## src/rtl/task_fifo_mq_if.sv

```systemverilog
// Handshake bundle for task_fifo_mq: tagged write port plus registered valid/ready output.
// master = dispatcher/consumer side, slave = the buffer.
interface task_fifo_mq_if #(
    parameter int PTW           = 16,
    parameter int MTW           = 16,
    parameter int TREE_NUM      = 4,
    parameter int TREE_NUM_BITS = $clog2(TREE_NUM),
    parameter int EW            = PTW + MTW + 1
);
    logic                     wr_en;
    logic [TREE_NUM_BITS-1:0] wr_tree;
    logic [EW-1:0]            wr_data;
    logic                     wr_drop;

    logic                     out_valid;
    logic                     out_ready;
    logic [TREE_NUM_BITS-1:0] out_tree;
    logic [EW-1:0]            out_data;

    modport master (
        output wr_en, wr_tree, wr_data, out_ready,
        input  wr_drop, out_valid, out_tree, out_data
    );

    modport slave (
        input  wr_en, wr_tree, wr_data, out_ready,
        output wr_drop, out_valid, out_tree, out_data
    );
endinterface

```

## src/rtl/task_fifo_mq.sv

```systemverilog
// Multi-queue task buffer: TREE_NUM FIFOs in one partitioned array, round-robin drained to a registered output.
// Optional macro TASK_FIFO_DROP_CNT_EN builds a saturating dropped-write counter on drop_cnt.
module task_fifo_mq #(
    parameter int PTW           = 16,
    parameter int MTW           = 16,
    parameter int TREE_NUM      = 4,
    parameter int TREE_NUM_BITS = $clog2(TREE_NUM),
    parameter int DEPTH         = 8,
    parameter int AFULL_TH      = 6,
    parameter int EW            = PTW + MTW + 1,
    parameter int CW            = $clog2(DEPTH) + 1
) (
    input  logic                   clk,
    input  logic                   rst,
    task_fifo_mq_if.slave          bus,
    output logic [TREE_NUM*CW-1:0] ch_count,
    output logic [TREE_NUM-1:0]    ch_empty,
    output logic [TREE_NUM-1:0]    ch_afull,
    output logic [15:0]            drop_cnt
);
    localparam int PW    = $clog2(DEPTH);
    localparam int AW    = TREE_NUM_BITS + PW;
    localparam int SLOTS = TREE_NUM * DEPTH;

    logic [EW-1:0]            mem    [SLOTS];
    logic [CW-1:0]            cnt    [TREE_NUM];
    logic [PW-1:0]            rd_ptr [TREE_NUM];
    logic [PW-1:0]            wr_ptr [TREE_NUM];
    logic [TREE_NUM_BITS-1:0] rr_ptr;

    logic                     load;
    logic                     grant_valid;
    logic [TREE_NUM_BITS-1:0] grant_idx;
    logic [TREE_NUM_BITS-1:0] sel;
    logic                     grant_fire;
    logic                     wr_full;
    logic                     wr_accept;
    logic [AW-1:0]            wr_addr;
    logic [AW-1:0]            rd_addr;
    logic [EW-1:0]            head;
    logic [TREE_NUM-1:0]      wr_hit;
    logic [TREE_NUM-1:0]      rd_hit;

    assign load = !bus.out_valid || bus.out_ready;

    // Scan from the farthest candidate to the nearest so the nearest non-empty queue after rr_ptr wins.
    // NOTE: every always_comb output gets a default before any conditional assignment, so no latch is inferred.
    always_comb begin
        grant_valid = 1'b0;
        grant_idx   = '0;
        sel         = '0;
        for (int off = TREE_NUM; off >= 1; off--) begin
            sel = TREE_NUM_BITS'((int'(rr_ptr) + off) % TREE_NUM);
            if (cnt[sel] != '0) begin
                grant_valid = 1'b1;
                grant_idx   = sel;
            end
        end
    end

    assign grant_fire = load && grant_valid;

    // A full queue still accepts when its head leaves in the same cycle; the slot frees as it refills.
    assign wr_full   = (cnt[bus.wr_tree] == CW'(DEPTH));
    assign wr_accept = bus.wr_en && (!wr_full || (grant_fire && (grant_idx == bus.wr_tree)));
    assign bus.wr_drop = bus.wr_en && !wr_accept;

    // DEPTH is a power of two, so {tree, ptr} is exactly tree*DEPTH + ptr.
    assign wr_addr = {bus.wr_tree, wr_ptr[bus.wr_tree]};
    assign rd_addr = {grant_idx, rd_ptr[grant_idx]};
    assign head    = mem[rd_addr];

    always_comb begin
        wr_hit = '0;
        rd_hit = '0;
        for (int i = 0; i < TREE_NUM; i++) begin
            wr_hit[i] = wr_accept  && (bus.wr_tree == TREE_NUM_BITS'(i));
            rd_hit[i] = grant_fire && (grant_idx   == TREE_NUM_BITS'(i));
        end
    end

    // NOTE: storage has no reset; counts and pointers define which entries are live.
    always_ff @(posedge clk) begin
        if (wr_accept) begin
            mem[wr_addr] <= bus.wr_data;
        end
    end

    // NOTE: sequential state uses non-blocking assignments so every register samples pre-edge values.
    always_ff @(posedge clk or posedge rst) begin
        if (rst) begin
            for (int i = 0; i < TREE_NUM; i++) begin
                cnt[i]    <= '0;
                rd_ptr[i] <= '0;
                wr_ptr[i] <= '0;
            end
            rr_ptr        <= TREE_NUM_BITS'(TREE_NUM - 1);
            bus.out_valid <= 1'b0;
            bus.out_tree  <= '0;
            bus.out_data  <= '0;
        end else begin
            for (int i = 0; i < TREE_NUM; i++) begin
                if (wr_hit[i] && !rd_hit[i]) begin
                    cnt[i] <= cnt[i] + 1'b1;
                end else if (!wr_hit[i] && rd_hit[i]) begin
                    cnt[i] <= cnt[i] - 1'b1;
                end
                if (wr_hit[i]) begin
                    wr_ptr[i] <= wr_ptr[i] + 1'b1;
                end
                if (rd_hit[i]) begin
                    rd_ptr[i] <= rd_ptr[i] + 1'b1;
                end
            end

            if (load) begin
                if (grant_valid) begin
                    bus.out_valid <= 1'b1;
                    bus.out_tree  <= grant_idx;
                    bus.out_data  <= head;
                    rr_ptr        <= grant_idx;
                end else begin
                    bus.out_valid <= 1'b0;
                end
            end
        end
    end

    for (genvar g = 0; g < TREE_NUM; g++) begin : g_status
        assign ch_count[g*CW +: CW] = cnt[g];
        assign ch_empty[g]          = (cnt[g] == '0);
        assign ch_afull[g]          = (cnt[g] >= CW'(AFULL_TH));
    end

`ifdef TASK_FIFO_DROP_CNT_EN
    logic [15:0] drop_q;

    always_ff @(posedge clk or posedge rst) begin
        if (rst) begin
            drop_q <= '0;
        end else if (bus.wr_drop && (drop_q != 16'hFFFF)) begin
            drop_q <= drop_q + 16'd1;
        end
    end

    assign drop_cnt = drop_q;
`else
    assign drop_cnt = '0;
`endif

endmodule
```

## src/flat_wrapper.sv

```systemverilog
// flat-port wrapper written by rule: the top's interface ports become plain ports
module task_fifo_mq_flat 
#(
    parameter int PTW           = 16,
    parameter int MTW           = 16,
    parameter int TREE_NUM      = 4,
    parameter int TREE_NUM_BITS = $clog2(TREE_NUM),
    parameter int DEPTH         = 8,
    parameter int AFULL_TH      = 6,
    parameter int EW            = PTW + MTW + 1,
    parameter int CW            = $clog2(DEPTH) + 1
)
  (clk, rst, ch_count, ch_empty, ch_afull, drop_cnt, bus_wr_en, bus_wr_tree, bus_wr_data, bus_out_ready, bus_wr_drop, bus_out_valid, bus_out_tree, bus_out_data);
  task_fifo_mq_if #(.PTW(PTW), .MTW(MTW), .TREE_NUM(TREE_NUM), .TREE_NUM_BITS(TREE_NUM_BITS), .EW(EW)) bus_i ();
  input  logic clk;
  input  logic rst;
  output logic [TREE_NUM*CW-1:0] ch_count;
  output logic [TREE_NUM-1:0] ch_empty;
  output logic [TREE_NUM-1:0] ch_afull;
  output logic [15:0] drop_cnt;
  input wire logic [$bits(bus_i.wr_en)-1:0] bus_wr_en;
  input wire logic [$bits(bus_i.wr_tree)-1:0] bus_wr_tree;
  input wire logic [$bits(bus_i.wr_data)-1:0] bus_wr_data;
  input wire logic [$bits(bus_i.out_ready)-1:0] bus_out_ready;
  output wire logic [$bits(bus_i.wr_drop)-1:0] bus_wr_drop;
  output wire logic [$bits(bus_i.out_valid)-1:0] bus_out_valid;
  output wire logic [$bits(bus_i.out_tree)-1:0] bus_out_tree;
  output wire logic [$bits(bus_i.out_data)-1:0] bus_out_data;
  assign bus_i.wr_en = bus_wr_en;
  assign bus_i.wr_tree = bus_wr_tree;
  assign bus_i.wr_data = bus_wr_data;
  assign bus_i.out_ready = bus_out_ready;
  assign bus_wr_drop = bus_i.wr_drop;
  assign bus_out_valid = bus_i.out_valid;
  assign bus_out_tree = bus_i.out_tree;
  assign bus_out_data = bus_i.out_data;
  task_fifo_mq #(.PTW(PTW), .MTW(MTW), .TREE_NUM(TREE_NUM), .TREE_NUM_BITS(TREE_NUM_BITS), .DEPTH(DEPTH), .AFULL_TH(AFULL_TH), .EW(EW), .CW(CW)) u_core (.clk(clk), .rst(rst), .bus(bus_i), .ch_count(ch_count), .ch_empty(ch_empty), .ch_afull(ch_afull), .drop_cnt(drop_cnt));
endmodule
```

## config.mk

```make
export PLATFORM = sky130hd
export DESIGN_NAME = task_fifo_mq_flat
export DESIGN_NICKNAME = d
export VERILOG_FILES = /design/src/rtl/task_fifo_mq_if.sv /design/src/rtl/task_fifo_mq.sv /design/src/flat_wrapper.sv
export SDC_FILE = /design/constraint.sdc
export NUM_CORES = 1
export LEC_CHECK = 0
export ABC_CLOCK_PERIOD_IN_PS = 11650
export CORE_MARGIN = 8
export CORE_UTILIZATION = 60
export CTS_CLUSTER_SIZE = 8
export DETAILED_ROUTE_END_ITERATION = 16
export PLACE_DENSITY = 0.78
export SLEW_MARGIN = 20
export SYNTH_ARGS = -nofsm -noshare
export SYNTH_HDL_FRONTEND = slang
export SYNTH_SLANG_ARGS = --single-unit
```

## constraint.sdc

```tcl
create_clock -name clk -period 11.65 [get_ports clk]
set_clock_uncertainty 0.1 [all_clocks]
set_input_delay 1.165 -clock clk [delete_from_list [all_inputs] [get_ports clk]]
set_output_delay 1.165 -clock clk [all_outputs]
set_load 0.02 [all_outputs]
```

==> flow_summary.yaml <==
status:
  status: "finished clean"
worst_hold_path:
  hp-start: "u_core.rd_ptr[5]"
  hold_path_class: "reg -> reg"
  whs_path_depth: 1
  min_to: "u_core.rd_ptr[5]"
synthesis:
  synthAdderAreaFrac_pct: 0.7326
  synthTopCellsByArea: "edfxtp_1, nand2_1, mux2i_1, dfrtp_1, o22ai_1"
  yosys.area.top_type: "edfxtp_1"
  synthCells: 3067
  synthMuxAreaShare_pct: 4.707
  synth_top_family_by_area: "simple AND/OR/NAND/NOR gates"
  ys_seq_area_share_pct: 74.67
  yosysTopAreaCellShare_pct: 70.33
  ys_ff_latch: 1134
  ys_types: 69
  synth_edf_count: 1056
  synth_area_um2: 45090
  synth_compound_area_share_pct: 8.323
  dominantRegCellSynth: "edfxtp_1"
  synth-simple-area-share_pct: 8.819
  synth.avg_cell_area_um2: 14.70
  synth-xor-area-share_pct: 0.6411
  yosysWarningCount: 0
  async_flop_share_pct: 6.878
cts:
  worstSkewPairLatency_ps: 750
  cts-root-buf: "clkbuf_16"
  htreeDepth: 4
  ctsHoldBuffers: 0
  clk_path_buf_depth: 3
  cts_tree: "yes"
  clock_sinks: 1134
  clkTransAtPathRegs_ps: 50
  postCtsSetupBuffers: 0
  cts_made_buffers: 159
  cts-resized-gates: 0
global_route:
  top_usage_layer: "met2"
  grt_first_pass_wirelength_um: 184000
  grt_max_degree: 147
  use_met2_pct: 47.24
  grt_use_met1_pct: 36.22
  grt_pass1_vias: 29253
  grt_use_total_pct: 29.08
  antenna_found_initial: 2
  grt_util_met3_pct: 7.277
  grt_overflow: 0
sta:
  drv_slew: 0
  setup_viol: 0
  fmax_mhz: 159.1
  hold_violations: 0
  fin_crit_ps: 6285
  period_share_pct: 53.95
  slew_headroom_pct: 21.43
  fin_setup_tns_ps: 0
  max_slew.worst_pin.slew_ps: 1179
  rsz0062_at_grt: "false"
  hold_ws_ps: 388.7
  setup_ws_ps: 5365
critical_path:
  crit_arrival_ps: 6770
  cpMaxStageDelayCell: "nand2_1"
  cpPeakStageDelay_ps: 780
  rrSetupSlack_ps: 5370
  r2r_end: "u_core.bus.out_data[14]"
  reg2reg_depth: 11
  crit_type: "reg -> reg"
  worstPathCellList: "or4_1 -> nor2_1 -> a221o_1 -> o211ai_1 -> nand2_4 -> buf_12 -> nand2_1 -> buf_4 -> o311ai_0 -> o31a_1 -> o2111ai_1"
  crit_required_ps: 12130
  start_kind: "flip-flop"
  worst-path-buf-inv: 2
  crit_family: "simple AND/OR/NAND/NOR gates"
  cp-end-kind: "flip-flop"
  timing.rr.start: "u_core.ch_count[1]"
  worstPathMaxFanout: 146
floorplanning:
  die_w_um: 290.1
  io_pins: 116
  core_area_um2: 74450
  floorplan.initialDensity_pct: 60.56
  dieArea_um2: 84170
  num_rows: 100
  die-height_um: 290.1
routing:
  vias: 28906
  route.antenna.remaining_nets: 0
  drt_pass1_iterations: 6
  wl_per_cell_um: 29.29
  via_per_inst: 6.755
  drtIter0Drc: 4066
  drt-total-wl_um: 125300
  post-route-drc-count: 0
finish:
  stdcell_count: 4279
  drive_above_1_share_pct: 9.852
  layout_common_cells: "edfxtp_1, nand2_1, mux2i_1"
  regArea_um2: 33660
  fill_cells: 4502
  multi_input_area_um2: 10850
  area_growth_pct: 14.88
  nets: 3265
  mostFrequentLayoutCell: "edfxtp_1"
job:
  maxCapViolCount: 0
place:
  port_buffers: 99
  post-place-ws_ps: 5433
  place.detailed.hpwl_um: 64980
  dp_cells: 4010
  gp_congestion: 0.8621
-- cell usage after synthesis (all sizes together) (5+ instances only) --
cell type	instances
a21o	9
a21oi	80
a311o	32
a31oi	37
and2	5
and3	35
buf	62
clkbuf	139
dfrtp	76
edfxtp	1056
ha	20
inv	13
mux2	12
mux2i	194
nand2	576
nand3	148
nor2	86
nor3	8
o2111ai	32
o21a	31
o21ai	73
o22ai	128
o311ai	32
o31a	31
o32ai	32
or4	35
xnor2	25
xor2	8
-- worst reg2reg max path: cells and delay by family (launching register included) --
family	cells	cell delay, ps
flops	1	460
compound gates	5	1640
simple gates	4	2840
buf+inv	2	1100
-- layout make-up --
cell class / count / share of cell area [%]
Clock inverter: 14 / 0.4807
Multi-Input combinational cell: 1733 / 20.94
Antenna cell: 1 / 0.004831
Timing Repair Buffer: 160 / 2.715
Tap cell: 969 / 2.341
Sequential cell: 1134 / 65.00
Inverter: 14 / 0.1087
Clock buffer: 254 / 8.411
-- layer usage --
layer  vias up  share of wire, %  wire [um]
met1     14210                35      43890
met2      2195                48      60020
met3       458                12      14690
met5         -             0.023         29
met4         4               5.4       6714
li1      12039                 -          -
-- per-stage QoR --
stage | util, % | area, um2
after global placement | 63.46 | 47240
after detailed placement | 63.46 | 47240
after global routing | 69.57 | 51790
final | 69.57 | 51790
after floorplan | - | 45140
after CTS | 69.64 | 51850
-- cells by family (layout without fill, tap and decap cells) --
kind of cell    Yosys count  count (layout)
compound gates          537             537
xor+xnor                 33              33
simple gates            915             915
flops                  1134            1134
other cells               1              17
buf+inv                 215             442
mux                     208             208
fa+ha+maj                24              24
-- worst max-delay path by stage --
stage / start / to / slack [ps] / cells past startpoint
floorplan: u_core.ch_count[5] / u_core.mem[28][0] / 6620 / 12
global placement: u_core.ch_count[1] / u_core.bus.out_data[21] / 5700 / 12
detailed placement: u_core.ch_count[1] / u_core.bus.out_data[21] / 5430 / 12
CTS: u_core.ch_count[1] / u_core.bus.out_data[21] / 5420 / 12
global route: u_core.ch_count[1] / u_core.bus.out_data[21] / 5090 / 12
finish: u_core.ch_count[1] / u_core.bus.out_data[14] / 5370 / 11
-- state kept, by name, indices dropped and copies added, names as in the netlist --
register / cells
u_core.bus.out_data: 33
u_core.wr_ptr: 12
u_core.rr_ptr: 2
u_core.ch_count: 16
u_core.rd_ptr: 12
u_core.bus.out_tree: 2
u_core.mem: 1056
u_core.bus.out_valid: 1
Power is left out: the tool's default activity adds up to more than one toggle a clock period on the data nets, which glitch-free logic cannot reach.
